[config.mk]
export PLATFORM = sky130hd
export DESIGN_NAME = sram_mem_ctrl
export DESIGN_NICKNAME = d
export VERILOG_FILES = /design/src/rtl/sram_mem_ctrl_pkg.sv /design/src/rtl/sram_mem_ctrl.sv
export SDC_FILE = /design/constraint.sdc
export NUM_CORES = 1
export LEC_CHECK = 0
export CORE_AREA = 2 2 105 107
export DETAILED_ROUTE_END_ITERATION = 12
export DIE_AREA = 0 0 107 109
export HOLD_SLACK_MARGIN = 0.1
export PLACE_DENSITY = 0.79
export SYNTH_ARGS = -nofsm -noshare
export SYNTH_HDL_FRONTEND = slang
export SYNTH_SLANG_ARGS = --single-unit
[constraint.sdc]
create_clock -name clk -period 3.3 [get_ports clk]
set_input_delay 0.33 -clock clk [delete_from_list [all_inputs] [get_ports clk]]
set_output_delay 0.33 -clock clk [all_outputs]
set_load 0.02 [all_outputs]
[src/rtl/sram_mem_ctrl_pkg.sv]
`default_nettype none
// ============================================================================
// Module   : sram_mem_ctrl_pkg
// Brief    : Shared types and default constants for the SRAM data-memory
//            controller.
// Revision : 1.0
// ============================================================================
package sram_mem_ctrl_pkg;

  typedef enum logic [1:0] {
    ST_IDLE = 2'd0,
    ST_LO   = 2'd1,
    ST_HI   = 2'd2,
    ST_DONE = 2'd3
  } state_t;

  localparam int unsigned DEF_BASE_ADDR     = 32'd1024;
  localparam int unsigned DEF_SRAM_ADDR_W   = 18;
  localparam int unsigned DEF_ACCESS_CYCLES = 2;

  function automatic int unsigned cnt_width(input int unsigned cycles);
    return (cycles <= 2) ? 1 : $clog2(cycles);
  endfunction

  localparam int unsigned CNT_W = cnt_width(DEF_ACCESS_CYCLES);

endpackage
`default_nettype wire

[src/rtl/sram_mem_ctrl.sv]
`default_nettype none
// ============================================================================
// Module   : sram_mem_ctrl
// Brief    : Splits 32-bit MEM-stage loads/stores into two half-word phases
//            on an asynchronous 16-bit SRAM; ready low freezes the pipeline.
// Revision : 1.0
// ============================================================================
module sram_mem_ctrl
  import sram_mem_ctrl_pkg::*;
#(
  parameter int unsigned BASE_ADDR     = DEF_BASE_ADDR,
  parameter int unsigned SRAM_ADDR_W   = DEF_SRAM_ADDR_W,
  parameter int unsigned ACCESS_CYCLES = DEF_ACCESS_CYCLES
) (
  input  logic                   clk,
  input  logic                   rst,
  input  logic                   rd_en,
  input  logic                   wr_en,
  input  logic [31:0]            address,
  input  logic [31:0]            write_data,
  output logic [31:0]            read_data,
  output logic                   ready,
  output logic [SRAM_ADDR_W-1:0] sram_addr,
  output logic [15:0]            sram_dq_out,
  output logic                   sram_dq_oe,
  input  logic [15:0]            sram_dq_in,
  output logic                   sram_we_n
);

  localparam int unsigned ACC_CNT_W = cnt_width(ACCESS_CYCLES);
  localparam logic [ACC_CNT_W-1:0] CNT_LAST = ACC_CNT_W'(ACCESS_CYCLES - 1);

  state_t                 state_q, state_d;
  logic [ACC_CNT_W-1:0]   cnt_q, cnt_d;
  logic                   is_wr_q, is_wr_d;
  logic [31:0]            addr_q, addr_d;
  logic [31:0]            wdata_q, wdata_d;
  logic [31:0]            read_data_q, read_data_d;
  logic [SRAM_ADDR_W-1:0] sram_addr_q, sram_addr_d;
  logic [15:0]            sram_dq_out_q, sram_dq_out_d;
  logic                   sram_dq_oe_q, sram_dq_oe_d;
  logic                   sram_we_n_q, sram_we_n_d;

  logic                   phase_end;
  logic [31:0]            byte_offset;
  logic                   unused_offset_bits;

  // State register: every flop in the block lives here.
  always_ff @(posedge clk) begin
    if (rst) begin
      state_q       <= ST_IDLE;
      cnt_q         <= '0;
      is_wr_q       <= 1'b0;
      addr_q        <= '0;
      wdata_q       <= '0;
      read_data_q   <= '0;
      sram_addr_q   <= '0;
      sram_dq_out_q <= '0;
      sram_dq_oe_q  <= 1'b0;
      sram_we_n_q   <= 1'b1;
    end else begin
      state_q       <= state_d;
      cnt_q         <= cnt_d;
      is_wr_q       <= is_wr_d;
      addr_q        <= addr_d;
      wdata_q       <= wdata_d;
      read_data_q   <= read_data_d;
      sram_addr_q   <= sram_addr_d;
      sram_dq_out_q <= sram_dq_out_d;
      sram_dq_oe_q  <= sram_dq_oe_d;
      sram_we_n_q   <= sram_we_n_d;
    end
  end

  assign phase_end = (cnt_q == CNT_LAST);

  // Next-state logic; read halves are captured on the last cycle of a phase.
  always_comb begin
    state_d     = state_q;
    cnt_d       = cnt_q;
    is_wr_d     = is_wr_q;
    addr_d      = addr_q;
    wdata_d     = wdata_q;
    read_data_d = read_data_q;
    case (state_q)
      ST_IDLE: begin
        if (rd_en || wr_en) begin
          is_wr_d = wr_en;
          addr_d  = address;
          wdata_d = write_data;
          cnt_d   = '0;
          state_d = ST_LO;
        end
      end
      ST_LO: begin
        if (phase_end) begin
          if (!is_wr_q) read_data_d[15:0] = sram_dq_in;
          cnt_d   = '0;
          state_d = ST_HI;
        end else begin
          cnt_d = cnt_q + ACC_CNT_W'(1);
        end
      end
      ST_HI: begin
        if (phase_end) begin
          if (!is_wr_q) read_data_d[31:16] = sram_dq_in;
          cnt_d   = '0;
          state_d = ST_DONE;
        end else begin
          cnt_d = cnt_q + ACC_CNT_W'(1);
        end
      end
      ST_DONE: begin
        cnt_d   = '0;
        state_d = ST_IDLE;
      end
      default: begin
        cnt_d   = '0;
        state_d = ST_IDLE;
      end
    endcase
  end

  assign byte_offset        = addr_d - BASE_ADDR;
  assign unused_offset_bits = &{1'b0, byte_offset[1:0], byte_offset[31:SRAM_ADDR_W]};

  // SRAM pins are registered from the next state so they line up with it.
  always_comb begin
    sram_addr_d   = sram_addr_q;
    sram_dq_out_d = sram_dq_out_q;
    sram_dq_oe_d  = 1'b0;
    sram_we_n_d   = 1'b1;
    case (state_d)
      ST_LO: begin
        sram_addr_d = {byte_offset[SRAM_ADDR_W:2], 1'b0};
        if (is_wr_d) begin
          sram_dq_out_d = wdata_d[15:0];
          sram_dq_oe_d  = 1'b1;
          sram_we_n_d   = 1'b0;
        end
      end
      ST_HI: begin
        sram_addr_d = {byte_offset[SRAM_ADDR_W:2], 1'b1};
        if (is_wr_d) begin
          sram_dq_out_d = wdata_d[31:16];
          sram_dq_oe_d  = 1'b1;
          sram_we_n_d   = 1'b0;
        end
      end
      default: ;
    endcase
  end

  always_comb begin
    ready = ((state_q == ST_IDLE) && !rd_en && !wr_en) || (state_q == ST_DONE);
  end

  assign read_data   = read_data_q;
  assign sram_addr   = sram_addr_q;
  assign sram_dq_out = sram_dq_out_q;
  assign sram_dq_oe  = sram_dq_oe_q;
  assign sram_we_n   = sram_we_n_q;

endmodule
`default_nettype wire

==> flow_summary.json, run 1 <==
{
  "port_buffers": 137,
  "holdPathStages": 2,
  "arrival_ns": 3.32,
  "cpPeakStageDelay_ns": 0.68,
  "outcome": "finished, final reports clean",
  "endpoint_kind": "flop",
  "r2r_cells": 9,
  "synth-async-reset-ratio": 0,
  "drc_errors": 0,
  "synthMuxAreaShare": 0.139,
  "slew_headroom": 0.447,
  "fp.dieW_um": 107,
  "stdcell_area_mm2": 0.00680,
  "ys.flop_type": "dfxtp_1",
  "synth_adder_area_share": 0.0235,
  "clk_pin_slew_worst_paths_ns": 0.06,
  "gp_congestion": 0.853,
  "grt_pass1_vias": 4026,
  "power.leakage_nw": 2.64,
  "maxCapViolCount": 0,
  "initial_core_util": 0.451,
  "rows": 38,
  "antennaDiodeCount": 0,
  "synth_xor_area_frac": 0.00183,
  "drt-initial-drc-count": 175,
  "syn-instance-count": 513,
  "cts_tree": "built",
  "grt_usage": 0.203,
  "worst_path_max_delay_cell": "a21oi_2",
  "grt_max_degree": 56,
  "syn_area_per_cell_um2": 9.32,
  "synth_compound_area_frac": 0.127,
  "crit_path_start_kind": "flop",
  "dieHeight_um": 109,
  "overflow": 0,
  "cts_setup_buffers": 0,
  "synth_top_area_frac": 0.506,
  "io_pins": 153,
  "cts-root-buf": "clkbuf_8",
  "path_class": "reg -> reg",
  "ctsHtreeMaxLevel": 4,
  "min_period_ns": 2.88,
  "clk_path_buf_depth": 2,
  "dpl.hpwl_um": 7930,
  "die_area_mm2": 0.0117,
  "fin_crit_sh": 0.871,
  "yosys.area_share.simple": 0.165,
  "synth_edf_count": 0,
  "dp_slack_ns": 0.275,
  "numCtsBuffers": 17,
  "cp_max_fo": 16,
  "setup_violations": 0,
  "synth_area_leaders": "dfxtp_1 (51%), mux2i_1 (13%), nand2_1 (6.2%)",
  "totalWireLength_um": 11600,
  "use_met1": 0.249,
  "synth_top_area_cell": "dfxtp_1",
  "dp.cells": 762,
  "syn_to_final_growth_pct": 42.2,
  "required_ns": 3.74,
  "cts_hold_buf": 0,
  "viasPerCell": 5.19,
  "cts.repair.resized": 0,
  "final.setup.worst_slack_ns": 0.425,
  "final.setup_skew_ns": 0.00508,
  "grt_pass1_wl_um": 19000,
  "antenna_found_initial": 0,
  "grt_busiest_layer": "met2",
  "wl_per_cell_um": 14.6,
  "cts.sinks": 121,
  "dr.pass1.iters": 4,
  "synth-seq-area-share": 0.506,
  "finalSetupTns_ns": 0,
  "syn_nets": 606,
  "cp_common_cell": "inv_1",
  "hold_ws_ns": 0.288,
  "drtAntennaViolNets": 0,
  "maxSlewViolCount": 0,
  "synth_top_family_by_area": "simple AND/OR/NAND/NOR gates",
  "final_hold_viol_count": 0,
  "drive_gt1_frac": 0.0734,
  "worstPathCellList": "inv_1 > ha_1 > o22a_1 > o2bb2ai_1 > inv_1 > ha_1 > inv_1 > a21oi_2 > a22o_1",
  "ys_warn_count": 0,
  "hp-class": "in -> reg",
  "ys_ff_latch": 121,
  "clk_latency_ns": 0.50,
  "use_met3": 0.0705,
  "synth.distinct_cells": 44,
  "grt_use_met2": 0.337,
  "place_area_mm2": 0.00624,
  "ir_worst_vdd_mv": 0.446,
  "finalNonFillerCells": 794,
  "fmax_mhz": 348,
  "max_slew.worst_pin.slew_ns": 0.830,
  "power_density_mw_per_mm2": 821,
  "final_nets": 734,
  "rsz0062_at_grt": "false",
  "core_area_mm2": 0.0106,
  "vias": 4120,
  "synth_area_mm2": 0.00478
}
-- through the flow --
stage          power, mW   util
6_report            5.59  0.642
5_1_grt             5.90  0.642
4_1_cts             5.64  0.642
3_5_place_dp        3.87  0.588
3_3_place_gp        3.82  0.588
2_1_floorplan       3.16      -
-- path summary, 6_finish.rpt --
path                          to  slack [ns]     startpoint
setup / recovery  sram_dq_out[3]        0.42     state_q[1]
hold / removal         addr_q[9]        0.29            rst
setup reg to reg  sram_dq_out[3]        0.42     state_q[1]
hold reg to reg    read_data[12]        0.45  read_data[12]
-- cell usage after synthesis (3+ instances only) --
| library cell | instances |
|---|---|
| clkbuf_1 | 19 |
| o32ai_1 | 3 |
| a31oi_1 | 3 |
| nand3_1 | 6 |
| o31ai_1 | 3 |
| buf_4 | 3 |
| nor4_1 | 4 |
| o21a_1 | 3 |
| nand2_1 | 79 |
| a21oi_1 | 40 |
| nand3b_1 | 4 |
| a22o_1 | 16 |
| mux2i_1 | 61 |
| nor3_1 | 7 |
| dfxtp_1 | 121 |
| or3_1 | 3 |
| buf_2 | 9 |
| nor2b_1 | 6 |
| inv_1 | 7 |
| buf_1 | 4 |
| mux2_1 | 3 |
| ha_1 | 9 |
| nor2_1 | 65 |
| a211oi_1 | 8 |
-- worst max-delay path: cells and delay by family (launching register included) --
family,cells,cell delay [ns]
compound gates,4,1.39
fa+ha+maj,2,0.69
buf+inv,3,0.31
flops,1,0.43
-- logic make-up after synthesis --
| logic type | Yosys count |
|---|---|
| and+or+nand+nor | 184 |
| DFF | 121 |
| AOI/OAI and AO/OA | 90 |
| muxes | 66 |
| buffers and inverters | 42 |
| adders and majority gates | 9 |
| xor gates and xnor gates | 1 |
-- layer usage --
metal / vias to the layer above / wire, um / share of wire
met1: 1938 / 5050 / 0.44
met3: 12 / 974 / 0.084
met5: - / 0 / 0
li1: 2026 / - / -
met4: 0 / 106 / 0.0092
met2: 144 / 5440 / 0.47
-- power by group --
| group | switching (mW) | internal, mW | total [mW] |
|---|---|---|---|
| clock | 0.707 | 1.03 | 1.74 |
| sequential | 0.156 | 1.76 | 1.91 |
| combinational | 1.04 | 0.887 | 1.93 |
| total | 1.91 | 3.68 | 5.59 |
-- flip-flops by register name, summed over array words and instances, names as in the netlist --
name / cells
sram_we_n: 1
cnt_q: 1
wdata_q: 32
sram_dq_out: 16
read_data: 32
addr_q: 17
sram_dq_oe: 1
is_wr_q: 1
sram_addr: 18
state_q: 2
-- cells in the final DEF, fill, tap and decap left out, types with 3 or more instances in the layout --
cell,count
clkdlybuf4s50_1,136
dfxtp_1,121
nand2_1,79
nor2_1,65
mux2i_1,61
a21oi_1,40
a22o_1,16
clkbuf_16,16
ha_1,9
a211oi_1,8
buf_4,8
inv_1,7
nor3_1,7
nor2b_1,6
nand3_1,6
inv_6,5
nand3b_1,4
nor4_1,4
clkinvlp_4,4
clkinv_4,4
o32ai_1,3
o21a_1,3
mux2_1,3
a31oi_1,3
o31ai_1,3
or3_1,3
-- layout make-up --
cell class                      instances  area, um2
Fill cell                             849       3800
Sequential cell                       121       2420
Clock buffer                           18        428
Clock inverter                         14        139
Tap cell                              140        175
Inverter                                7       26.3
Timing Repair Buffer                  144       1420
Multi-Input combinational cell        350       2190
Note: power is estimated with default switching activity, not from simulation.
==> run 2: changes to the inputs <==
HOLD_SLACK_MARGIN = 0.12   (was 0.1)
==> results of run 2 <==
The final DEF is identical to that of run 1; final timing and power are the same.
==> run 3: changes to the inputs <==
==> constraint.sdc (replaced) <==
create_clock -name clk -period 3.3 [get_ports clk]
set_input_delay 0.66 -clock clk [delete_from_list [all_inputs] [get_ports clk]]
set_output_delay 0.66 -clock clk [all_outputs]
set_load 0.02 [all_outputs]
==> run 3 against run 2 <==
- first-iteration DRC count shrank 18%
- setup slack lost 0.063 ns
- via count shrank 1.4%
- clock skew grew 0.00084 ns
- critical path depth shrank 4
- largest power group unchanged
- cell count shrank 0.13%
- sequential cell count is the same
- maximum frequency shrank 2.1%
- die area is the same
- highest routed layer unchanged
- worst hold slack gained 0.16 ns
- routed wire length grew 2.2%
- power grew 0.86%
==> flow_summary.json, run 3 (same netlist as run 1, synthesis figures left out) <==
{
  "endpoint_kind": "output pin",
  "place_area_mm2": 0.00626,
  "arrival_ns": 2.28,
  "clk_latency_ns": 0.50,
  "totalWireLength_um": 11800,
  "vias": 4061,
  "finalNonFillerCells": 793,
  "crit_path_start": "rd_en",
  "maxSlewViolCount": 0,
  "final_cell_mix": "clkdlybuf4s50_1 (136), dfxtp_1 (121), nand2_1 (79), nor2_1 (65), mux2i_1 (61)",
  "finalSetupTns_ns": 0,
  "stdcell_area_mm2": 0.00682,
  "gp_congestion": 0.864,
  "cts_setup_buffers": 0,
  "cts_hold_buf": 0,
  "port_buffers": 137,
  "worstPathCellList": "clkdlybuf4s50_1 > nor2_1 > nand2_1 > nand2b_1 > clkdlybuf4s50_1",
  "grt_pass1_vias": 3977,
  "final_util": 0.643,
  "max_slew.worst_pin.slew_ns": 0.640,
  "cts.sinks": 121,
  "initial_core_util": 0.451,
  "ir_worst_vdd_mv": 0.496,
  "drtAntennaViolNets": 0,
  "dp_slack_ns": 0.171,
  "io_pins": 153,
  "cp_max_fo": 4,
  "min_period_ns": 2.94,
  "hp-start": "read_data[9]",
  "drive_gt1_frac": 0.0674,
  "cp_common_cell": "clkdlybuf4s50_1",
  "overflow": 0,
  "dieHeight_um": 109,
  "fmax_mhz": 340,
  "grt_usage": 0.207,
  "grt_max_degree": 61,
  "drt-initial-drc-count": 144,
  "clk_path_buf_depth": 2,
  "final.setup_skew_ns": 0.00592,
  "hp-class": "reg -> reg",
  "required_ns": 2.64,
  "core_area_mm2": 0.0106,
  "cts_tree": "built",
  "cts.repair.resized": 0,
  "rsz0062_at_grt": "false",
  "final_hold_viol_count": 0,
  "crit_path_start_kind": "primary input",
  "worst_path_max_delay_cell": "clkdlybuf4s50_1",
  "syn_to_final_growth_pct": 42.6,
  "antennaDiodeCount": 0,
  "final.setup.worst_slack_ns": 0.362,
  "dr.pass1.iters": 4,
  "p_total_mw": 5.63,
  "power.leakage_nw": 2.66,
  "wl_per_cell_um": 14.9,
  "path_class": "in -> out",
  "final_common_cell": "clkdlybuf4s50_1",
  "maxCapViolCount": 0,
  "power_density_mw_per_mm2": 826,
  "dp.cells": 763,
  "worstReg2RegStart": "state_q[1]",
  "drc_errors": 0,
  "antenna_found_initial": 0,
  "hold_ws_ns": 0.450,
  "slew_headroom": 0.573,
  "fin_crit_sh": 0.890,
  "fp.dieW_um": 107,
  "rows": 38,
  "cts-root-buf": "clkbuf_8",
  "ctsHtreeMaxLevel": 4,
  "final_nets": 735,
  "clk_pin_slew_worst_paths_ns": 0.05,
  "viasPerCell": 5.12,
  "die_area_mm2": 0.0117,
  "grt_pass1_wl_um": 19000,
  "outcome": "finished, final reports clean",
  "setup_violations": 0,
  "dpl.hpwl_um": 7980,
  "numCtsBuffers": 17,
  "cpPeakStageDelay_ns": 0.62
}
run 3: final timing paths:
check | to | slack [ns] | cells after the start
min | read_data[9] | 0.45 | 2
min reg2reg | read_data[9] | 0.45 | 2
max reg2reg | sram_addr[16] | 0.65 | 11
max | ready | 0.36 | 5
run 3: power by group:
part / total, mW / switching [mW] / internal (mW) / leakage [nW]
Clock: 1.77 / 0.611 / 1.15 / 0.273
Sequential: 1.91 / 0.150 / 1.76 / 0.992
Combinational: 1.96 / 1.06 / 0.897 / 1.40
run 3: area by class of cell:
| class | instances | area (um2) |
|---|---|---|
| fillers | 856 | 3780 |
| flip-flops and latches | 121 | 2420 |
| multi-input cells | 350 | 2190 |
| repair buffers | 145 | 1440 |
| clock buffers | 21 | 439 |
| well taps | 140 | 175 |
| clock inverters | 9 | 125 |
| inverters | 7 | 26.3 |
run 3: metal layers:
metal  global-route usage  routed length [um]
met5                    0                   0
met4               0.0519                  99
met3               0.0873                 863
met2                0.346                5600
met1                0.248                5260
run 3: critical path, delay by kind of cell:
kind | cells | cell delay [ns]
buffers and inverters | 2 | 1.14
and+or+nand+nor | 3 | 0.48
